**config.mk**
```make
export PLATFORM = sky130hd
export DESIGN_NAME = decode_scan_flat
export DESIGN_NICKNAME = d
export VERILOG_FILES = /design/src/rtl/decode_scan_if.sv /design/src/rtl/decode_scan.sv /design/src/flat_wrapper.sv
export SDC_FILE = /design/constraint.sdc
export NUM_CORES = 1
export LEC_CHECK = 0
export ABC_AREA = 1
export ABC_CLOCK_PERIOD_IN_PS = 2000
export BUFFER_PORTS_ARGS = -buffer_cell sky130_fd_sc_hd__buf_4
export CORE_MARGIN = 3
export CORE_UTILIZATION = 32
export CTS_CLUSTER_DIAMETER = 60
export DETAILED_ROUTE_END_ITERATION = 7
export GPL_TIMING_DRIVEN = 0
export SLEW_MARGIN = 40
export SYNTH_ARGS = -nofsm -noshare
export SYNTH_HDL_FRONTEND = slang
export SYNTH_SLANG_ARGS = --single-unit
```
**constraint.sdc**
```tcl
create_clock -name clk -period 2 [get_ports clk]
set_input_delay 0.6 -clock clk [delete_from_list [all_inputs] [get_ports clk]]
set_output_delay 0.6 -clock clk [all_outputs]
set_load 0.1 [all_outputs]
```
**src/rtl/decode_scan_if.sv**
```systemverilog
// Handshake bundle for decode_scan: control inputs and registered strobe outputs.
interface decode_scan_if #(
  parameter int SEL_W = 2
);
  localparam int OUT_W = 1 << SEL_W;

  logic             en;
  logic             mode;
  logic [SEL_W-1:0] sel;
  logic             load;
  logic [OUT_W-1:0] out;
  logic [SEL_W-1:0] idx;
  logic             wrap;

  modport master (
    output en, mode, sel, load,
    input  out, idx, wrap
  );

  modport slave (
    input  en, mode, sel, load,
    output out, idx, wrap
  );
endinterface

```
**src/rtl/decode_scan.sv**
```systemverilog
// Registered one-hot decoder with a DIRECT mode and a dwell-timed
// auto-scan mode; output is glitch-free because every bit is a flop.
module decode_scan #(
  parameter int SEL_W = 2,
  parameter int DWELL = 4
) (
  input  logic        clk,
  input  logic        reset,
  decode_scan_if.slave bus
);
  localparam int OUT_W = 1 << SEL_W;
  localparam logic [15:0] LAST = 16'(DWELL - 1);
  localparam logic [SEL_W-1:0] TOP = SEL_W'(OUT_W - 1);
  localparam logic [OUT_W-1:0] ONE = OUT_W'(1);

  typedef enum logic [1:0] {
    S_OFF,
    S_DIRECT,
    S_SCAN
  } state_t;

  state_t           r_state, w_state;
  logic [OUT_W-1:0] r_out, w_out;
  logic [SEL_W-1:0] r_idx, w_idx;
  logic             r_wrap, w_wrap;
  logic [15:0]      r_cnt, w_cnt;

  always_ff @(posedge clk) begin
    if (reset) begin
      r_state <= S_OFF;
      r_out   <= '0;
      r_idx   <= '0;
      r_wrap  <= 1'b0;
      r_cnt   <= '0;
    end else begin
      r_state <= w_state;
      r_out   <= w_out;
      r_idx   <= w_idx;
      r_wrap  <= w_wrap;
      r_cnt   <= w_cnt;
    end
  end

  always_comb begin
    w_state = r_state;
    w_out   = '0;
    w_idx   = r_idx;
    w_wrap  = 1'b0;
    w_cnt   = r_cnt;
    unique case (1'b1)
      !bus.en: begin
        w_state = S_OFF;
      end
      bus.en && !bus.mode: begin
        w_state = S_DIRECT;
        w_idx   = bus.sel;
        w_cnt   = '0;
        w_out   = ONE << w_idx;
      end
      bus.en && bus.mode: begin
        w_state = S_SCAN;
        // Entry and load both restart the dwell; load wins over a step.
        if (r_state != S_SCAN || bus.load) begin
          w_idx = bus.load ? bus.sel : r_idx;
          w_cnt = '0;
        end else if (r_cnt == LAST) begin
          w_cnt  = '0;
          w_idx  = r_idx + 1'b1;
          w_wrap = (r_idx == TOP);
        end else begin
          w_cnt = r_cnt + 16'd1;
        end
        w_out = ONE << w_idx;
      end
      default: begin
        w_state = S_OFF;
      end
    endcase
  end

  assign bus.out  = r_out;
  assign bus.idx  = r_idx;
  assign bus.wrap = r_wrap;
endmodule
```
**src/flat_wrapper.sv**
```systemverilog
// flat-port wrapper written by rule: the top's interface ports become plain ports
module decode_scan_flat 
#(
  parameter int SEL_W = 2,
  parameter int DWELL = 4
)
  (clk, reset, bus_en, bus_mode, bus_sel, bus_load, bus_out, bus_idx, bus_wrap);
  decode_scan_if #(.SEL_W(SEL_W)) bus_i ();
  input  logic clk;
  input  logic reset;
  input wire logic [$bits(bus_i.en)-1:0] bus_en;
  input wire logic [$bits(bus_i.mode)-1:0] bus_mode;
  input wire logic [$bits(bus_i.sel)-1:0] bus_sel;
  input wire logic [$bits(bus_i.load)-1:0] bus_load;
  output wire logic [$bits(bus_i.out)-1:0] bus_out;
  output wire logic [$bits(bus_i.idx)-1:0] bus_idx;
  output wire logic [$bits(bus_i.wrap)-1:0] bus_wrap;
  assign bus_i.en = bus_en;
  assign bus_i.mode = bus_mode;
  assign bus_i.sel = bus_sel;
  assign bus_i.load = bus_load;
  assign bus_out = bus_i.out;
  assign bus_idx = bus_i.idx;
  assign bus_wrap = bus_i.wrap;
  decode_scan #(.SEL_W(SEL_W), .DWELL(DWELL)) u_core (.clk(clk), .reset(reset), .bus(bus_i));
endmodule
```
==> results.json, run 1 <==
{
  "status": "finished, final reports clean",
  "antenna_found_initial": 0,
  "worst_slew_pin_slew_ns": 0.366,
  "layout_common_cells": "35 x nand2_1, 30 x nor2_1, 25 x dfxtp_1, 21 x inv_1, 15 x nand3_1",
  "viasPerCell": 4.53,
  "place_ws_ns": 0.280,
  "startpoint_type": "flop",
  "pwr-share-comb": 0.117,
  "clock_latency_ns": 0.27,
  "synth.net_count": 183,
  "grt_use_met1": 0.153,
  "reg2reg_depth": 9,
  "drtAntennaViolNets": 0,
  "regToRegStartpoint": "u_core.r_cnt[0]",
  "worst-r2r-setup-slack_ns": 0.44,
  "cts_buffers": 3,
  "htree_levels": 1,
  "setup_tns_ns": 0,
  "slowest_delay_ns": 0.43,
  "grt_max_degree": 15,
  "relSlewSlack": 0.755,
  "hold_viol": 0,
  "cts_resized": 0,
  "cts_setup_buffers": 0,
  "ios": 14,
  "p_leak_nw": 0.607,
  "final-setup-viol-count": 0,
  "die_area_sq_um": 4770,
  "critPathArrivalTime_ns": 1.03,
  "root_buffer": "clkbuf_8",
  "firstDrtPassIters": 4,
  "hpwl_mm": 1.91,
  "grt_overflow_total": 0,
  "finalWeightedCongestion": 0.766,
  "grt_util_all_layers": 0.108,
  "cp.required_ns": 1.40,
  "powerDensity_nw_per_um2": 626,
  "cap_violations": 0,
  "grt_use_met2": 0.163,
  "crit_slowest_cell": "dfxtp_1",
  "grt_pass1_vias": 1000,
  "path_cells": "buf_4",
  "die_w_um": 69.0,
  "cts_sinks": 25,
  "syn_area_sq_um": 1270,
  "path_depth": 1,
  "final_common_cell": "nand2_1",
  "period_share": 0.814,
  "cts_tree": "yes",
  "syn_area_per_cell_sq_um": 7.31,
  "p_int_mw": 0.674,
  "grt_util_met3": 0.0219,
  "core-area_sq_um": 3740,
  "maxSlewViolCount": 0,
  "hold_buffers": 0,
  "p_switching_mw": 0.245,
  "skew_ns": 0.00582,
  "timing.final.ws_setup_ns": 0.373,
  "drt_wl_total_mm": 2.44,
  "start_util": 0.340,
  "path_max_fanout": 5,
  "swShare": 0.267,
  "route.detailed.drc": 0,
  "cp-end-kind": "output port",
  "cp_num_buf_inv": 1,
  "wl_per_cell_um": 10.3,
  "drive_above_1_share": 0.195,
  "num_rows": 22,
  "crit_type": "reg2out",
  "fin_crit_ns": 1.63,
  "cp_top_family": "flip-flops",
  "startpoint": "u_core.bus.idx[1]",
  "yosysWarnings": 0,
  "ys_seq_area_frac": 0.394,
  "fin_area_sq_um": 1470,
  "top_usage_layer": "met2",
  "power.total_mw": 0.919,
  "path_clk_slew_ns": 0.09,
  "die_y_um": 69.0,
  "syn_inst": 174,
  "cp-endpoint": "bus_idx[1]",
  "via_count": 1078,
  "synthDistinctLibCells": 27,
  "ir_drop_mv": 0.481,
  "power_frac_seq": 0.556,
  "synth_area_leaders": "dfxtp_1 39%, nand2_1 10%, nor2_1 8.9%",
  "grt_first_pass_wirelength_mm": 4.34,
  "rsz0062_at_grt": "no",
  "reg2reg_to": "u_core.r_cnt[11]",
  "dr.first_iter.drc_count": 69,
  "antennaDiodeCount": 0,
  "p_clk_frac": 0.326,
  "dpl_cell_area_sq_um": 1420,
  "synth_top_area_share": 0.394,
  "areaGrowthSynthToFinish_pct": 15.5,
  "yosysTopAreaCell": "dfxtp_1",
  "cts_buffer_depth": 2,
  "nNetsFinal": 200,
  "fmax_ghz": 0.615,
  "ys_seq_elements": 25,
  "holdCritPathClass": "in2reg",
  "port_buffers": 12
}
power groups by stage:
stage | clock (mW) | sequential (mW) | combinational (mW)
floorplan | 0 | 0.562 | 0.0402
global placement | 0 | 0.523 | 0.108
detailed placement | 0 | 0.523 | 0.108
CTS | 0.312 | 0.512 | 0.109
global route | 0.336 | 0.513 | 0.118
finish | 0.300 | 0.511 | 0.108
layout make-up:
| type | instances | area [sq um] |
|---|---|---|
| Buffer | 2 | 18.8 |
| Clock buffer | 3 | 41.3 |
| Clock inverter | 1 | 5.00 |
| Fill cell | 418 | 2280 |
| Inverter | 23 | 86.3 |
| Multi-Input combinational cell | 124 | 666 |
| Sequential cell | 25 | 500 |
| Tap cell | 48 | 60.1 |
| Timing Repair Buffer | 12 | 90.1 |
worst min-delay path by stage:
stage	start	endpoint	cells past startpoint
floorplan	u_core.r_cnt[1]	u_core.r_cnt[1]	2
global placement	u_core.r_cnt[1]	u_core.r_cnt[1]	2
detailed placement	u_core.r_cnt[1]	u_core.r_cnt[1]	2
CTS	bus_mode	u_core.r_state[0]	2
global route	bus_mode	u_core.r_state[0]	2
finish	bus_mode	u_core.r_state[0]	2
cell usage after synthesis, drive strengths merged:
library cell / count
a21oi: 9
dfxtp: 25
inv: 23
and3: 2
nor2: 35
xnor2: 1
xor2: 1
a211oi: 1
nor3: 7
buf: 2
nand2: 38
a31oi: 4
nand3: 16
nand4: 3
ha: 2
nor3b: 1
o21ai: 4
metal layers:
layer	wire length [um]	vias to the layer above
li1	-	591
met1	1330	481
met2	1060	4
met3	34	2
met4	19	0
met5	0	-
cell families after synthesis:
kind of cell | Yosys count | share of synthesized area
compound gates | 18 | 0.0807
xor+xnor | 2 | 0.0138
fa+ha+maj | 2 | 0.0197
buf+inv | 25 | 0.0827
flops | 25 | 0.394
simple gates | 102 | 0.409
flip-flops by register name, indices dropped and copies added (netlist names):
| register | cells |
|---|---|
| u_core.bus.out | 4 |
| u_core.bus.idx | 2 |
| u_core.r_cnt | 16 |
| u_core.r_state | 2 |
| u_core.bus.wrap | 1 |
stage by stage:
step	utilization	std cells	hold slack, ns
global route	0.392	238	0.486
finish	0.392	238	0.494
CTS	0.392	238	0.488
floorplan	-	174	0.455
detailed placement	0.380	234	0.485
global placement	0.380	234	0.477
Power figures use the tool's default switching activity.
==> inputs of run 2 (changes only) <==
--- a/config.mk
+++ b/config.mk
@@ -6,7 +6,7 @@
 export NUM_CORES = 1
 export LEC_CHECK = 0
 export ABC_AREA = 1
-export ABC_CLOCK_PERIOD_IN_PS = 2000
+export ABC_CLOCK_PERIOD_IN_PS = 1700
 export BUFFER_PORTS_ARGS = -buffer_cell sky130_fd_sc_hd__buf_4
 export CORE_MARGIN = 3
 export CORE_UTILIZATION = 32
==> constraint.sdc (replaced) <==
create_clock -name clk -period 1.7 [get_ports clk]
set_input_delay 0.51 -clock clk [delete_from_list [all_inputs] [get_ports clk]]
set_output_delay 0.51 -clock clk [all_outputs]
set_load 0.1 [all_outputs]
==> run 2 against run 1 <==
- setup slack worse by 0.18 ns
- cell count is the same
- sequential share of layout area is essentially flat
==> results.json, run 2 (synthesis gave the netlist of run 1 again) <==
{
  "status": "finished, final reports clean",
  "cp-end-kind": "flop",
  "final_common_cell": "nand2_1",
  "route.detailed.drc": 0,
  "ir_drop_mv": 0.376,
  "nNetsFinal": 200,
  "cts_tree": "yes",
  "areaGrowthSynthToFinish_pct": 15.9,
  "firstDrtPassIters": 4,
  "grt_util_all_layers": 0.113,
  "drt_wl_total_mm": 2.52,
  "die_y_um": 69.0,
  "grt_pass1_vias": 1034,
  "critPathArrivalTime_ns": 1.67,
  "powerDensity_nw_per_um2": 734,
  "path_max_fanout": 10,
  "worst_slew_pin_slew_ns": 0.378,
  "finalHoldWorstSlack_ns": 0.404,
  "final-setup-viol-count": 0,
  "period_share": 0.887,
  "cap_violations": 0,
  "grt_use_met1": 0.153,
  "grt_use_met2": 0.175,
  "startpoint_type": "flop",
  "fin_area_sq_um": 1470,
  "path_clk_slew_ns": 0.08,
  "wl_per_cell_um": 10.6,
  "grt_first_pass_wirelength_mm": 4.51,
  "fmax_ghz": 0.664,
  "clock_latency_ns": 0.27,
  "dpl_cell_area_sq_um": 1420,
  "finalWeightedCongestion": 0.817,
  "cts_sinks": 25,
  "rsz0062_at_grt": "no",
  "dr.first_iter.drc_count": 57,
  "p_leak_nw": 0.602,
  "drtAntennaViolNets": 0,
  "regMostFlops": "u_core.r_cnt",
  "cts_buffers": 3,
  "top_usage_layer": "met2",
  "cts_setup_buffers": 0,
  "die_area_sq_um": 4770,
  "antenna_found_initial": 0,
  "setup_tns_ns": 0,
  "ios": 14,
  "via_count": 1096,
  "largest_reg_flops": 16,
  "skew_ns": 0.00178,
  "grt_util_met3": 0.0306,
  "die_w_um": 69.0,
  "hpwl_mm": 1.95,
  "maxSlewViolCount": 0,
  "crit_type": "reg2reg",
  "layout_common_cells": "35 x nand2_1, 29 x nor2_1, 23 x dfxtp_1, 21 x inv_1, 15 x nand3_1",
  "grt_overflow_total": 0,
  "fin_util": 0.394,
  "hold_viol": 0,
  "antennaDiodeCount": 0,
  "root_buffer": "clkbuf_8",
  "timing.final.ws_setup_ns": 0.193,
  "fin_crit_ns": 1.51,
  "holdCritPathClass": "in2reg",
  "grt_max_degree": 14,
  "viasPerCell": 4.61,
  "htree_levels": 1,
  "relSlewSlack": 0.747,
  "cp.required_ns": 1.87,
  "drive_above_1_share": 0.211,
  "port_buffers": 12,
  "place_ws_ns": 0.0409,
  "core-area_sq_um": 3740,
  "num_rows": 22,
  "cts_buffer_depth": 2,
  "start_util": 0.340
}
run 2: changes by cell type in the layout (fill, tap and decap cells not counted):
cell / before / now
nor2_1: 30 / 29
clkinv_2: 1 / 0
ha_2: 0 / 1
clkbuf_1: 0 / 1
ha_1: 2 / 1
dfxtp_1: 25 / 23
nor2_2: 3 / 4
dfxtp_2: 0 / 2
run 2: timing repair:
item	4_1_cts	5_1_grt
hold buffers	0	0
endpoints found under the setup margin	0	18
gates resized for setup	0	2
run 2: final cells by class:
type,count,area (sq um)
Buffer,2,18.8
Clock buffer,4,45.0
Fill cell,431,2270
Inverter,23,86.3
Multi-Input combinational cell,124,671
Sequential cell,25,503
Tap cell,48,60.1
Timing Repair Buffer,12,90.1
run 2: worst paths after layout:
kind	from	endpoint	slack [ns]	cells after the start
worst max-delay path	u_core.r_cnt[0]	u_core.r_cnt[0]	0.19	9
worst min-delay path	bus_mode	u_core.r_state[0]	0.40	2
worst max register to register	u_core.r_cnt[0]	u_core.r_cnt[0]	0.19	9
worst min register to register	u_core.r_cnt[1]	u_core.r_cnt[1]	0.50	2
run 2: per-stage QoR:
step           total power [mW]  cells
2_1_floorplan             0.709    174
3_3_place_gp              0.744    234
3_5_place_dp              0.745    234
4_1_cts                    1.10    238
5_1_grt                    1.13    238
6_report                   1.08    238
run 2: worst max-delay path, stage by stage, from the launching register on:
cell and delay (ns):
dfxtp_1 0.37, ha_2 0.24, nand2_1 0.08, nor2_2 0.17, nand2_2 0.10, nand2_1 0.10
nand2_2 0.05, nand2_2 0.06, buf_6 0.16, nor3b_2 0.06
run 2: where the power goes:
| part | switching, mW | internal (mW) |
|---|---|---|
| clock network | 0.184 | 0.168 |
| registers | 0.00701 | 0.595 |
| logic | 0.0930 | 0.0349 |
| total | 0.284 | 0.798 |
run 2: routing by layer:
layer	part of all wire	vias up
li1	-	590
met1	0.53	486
met2	0.43	18
met3	0.032	2
met4	0.0083	0
met5	0	-
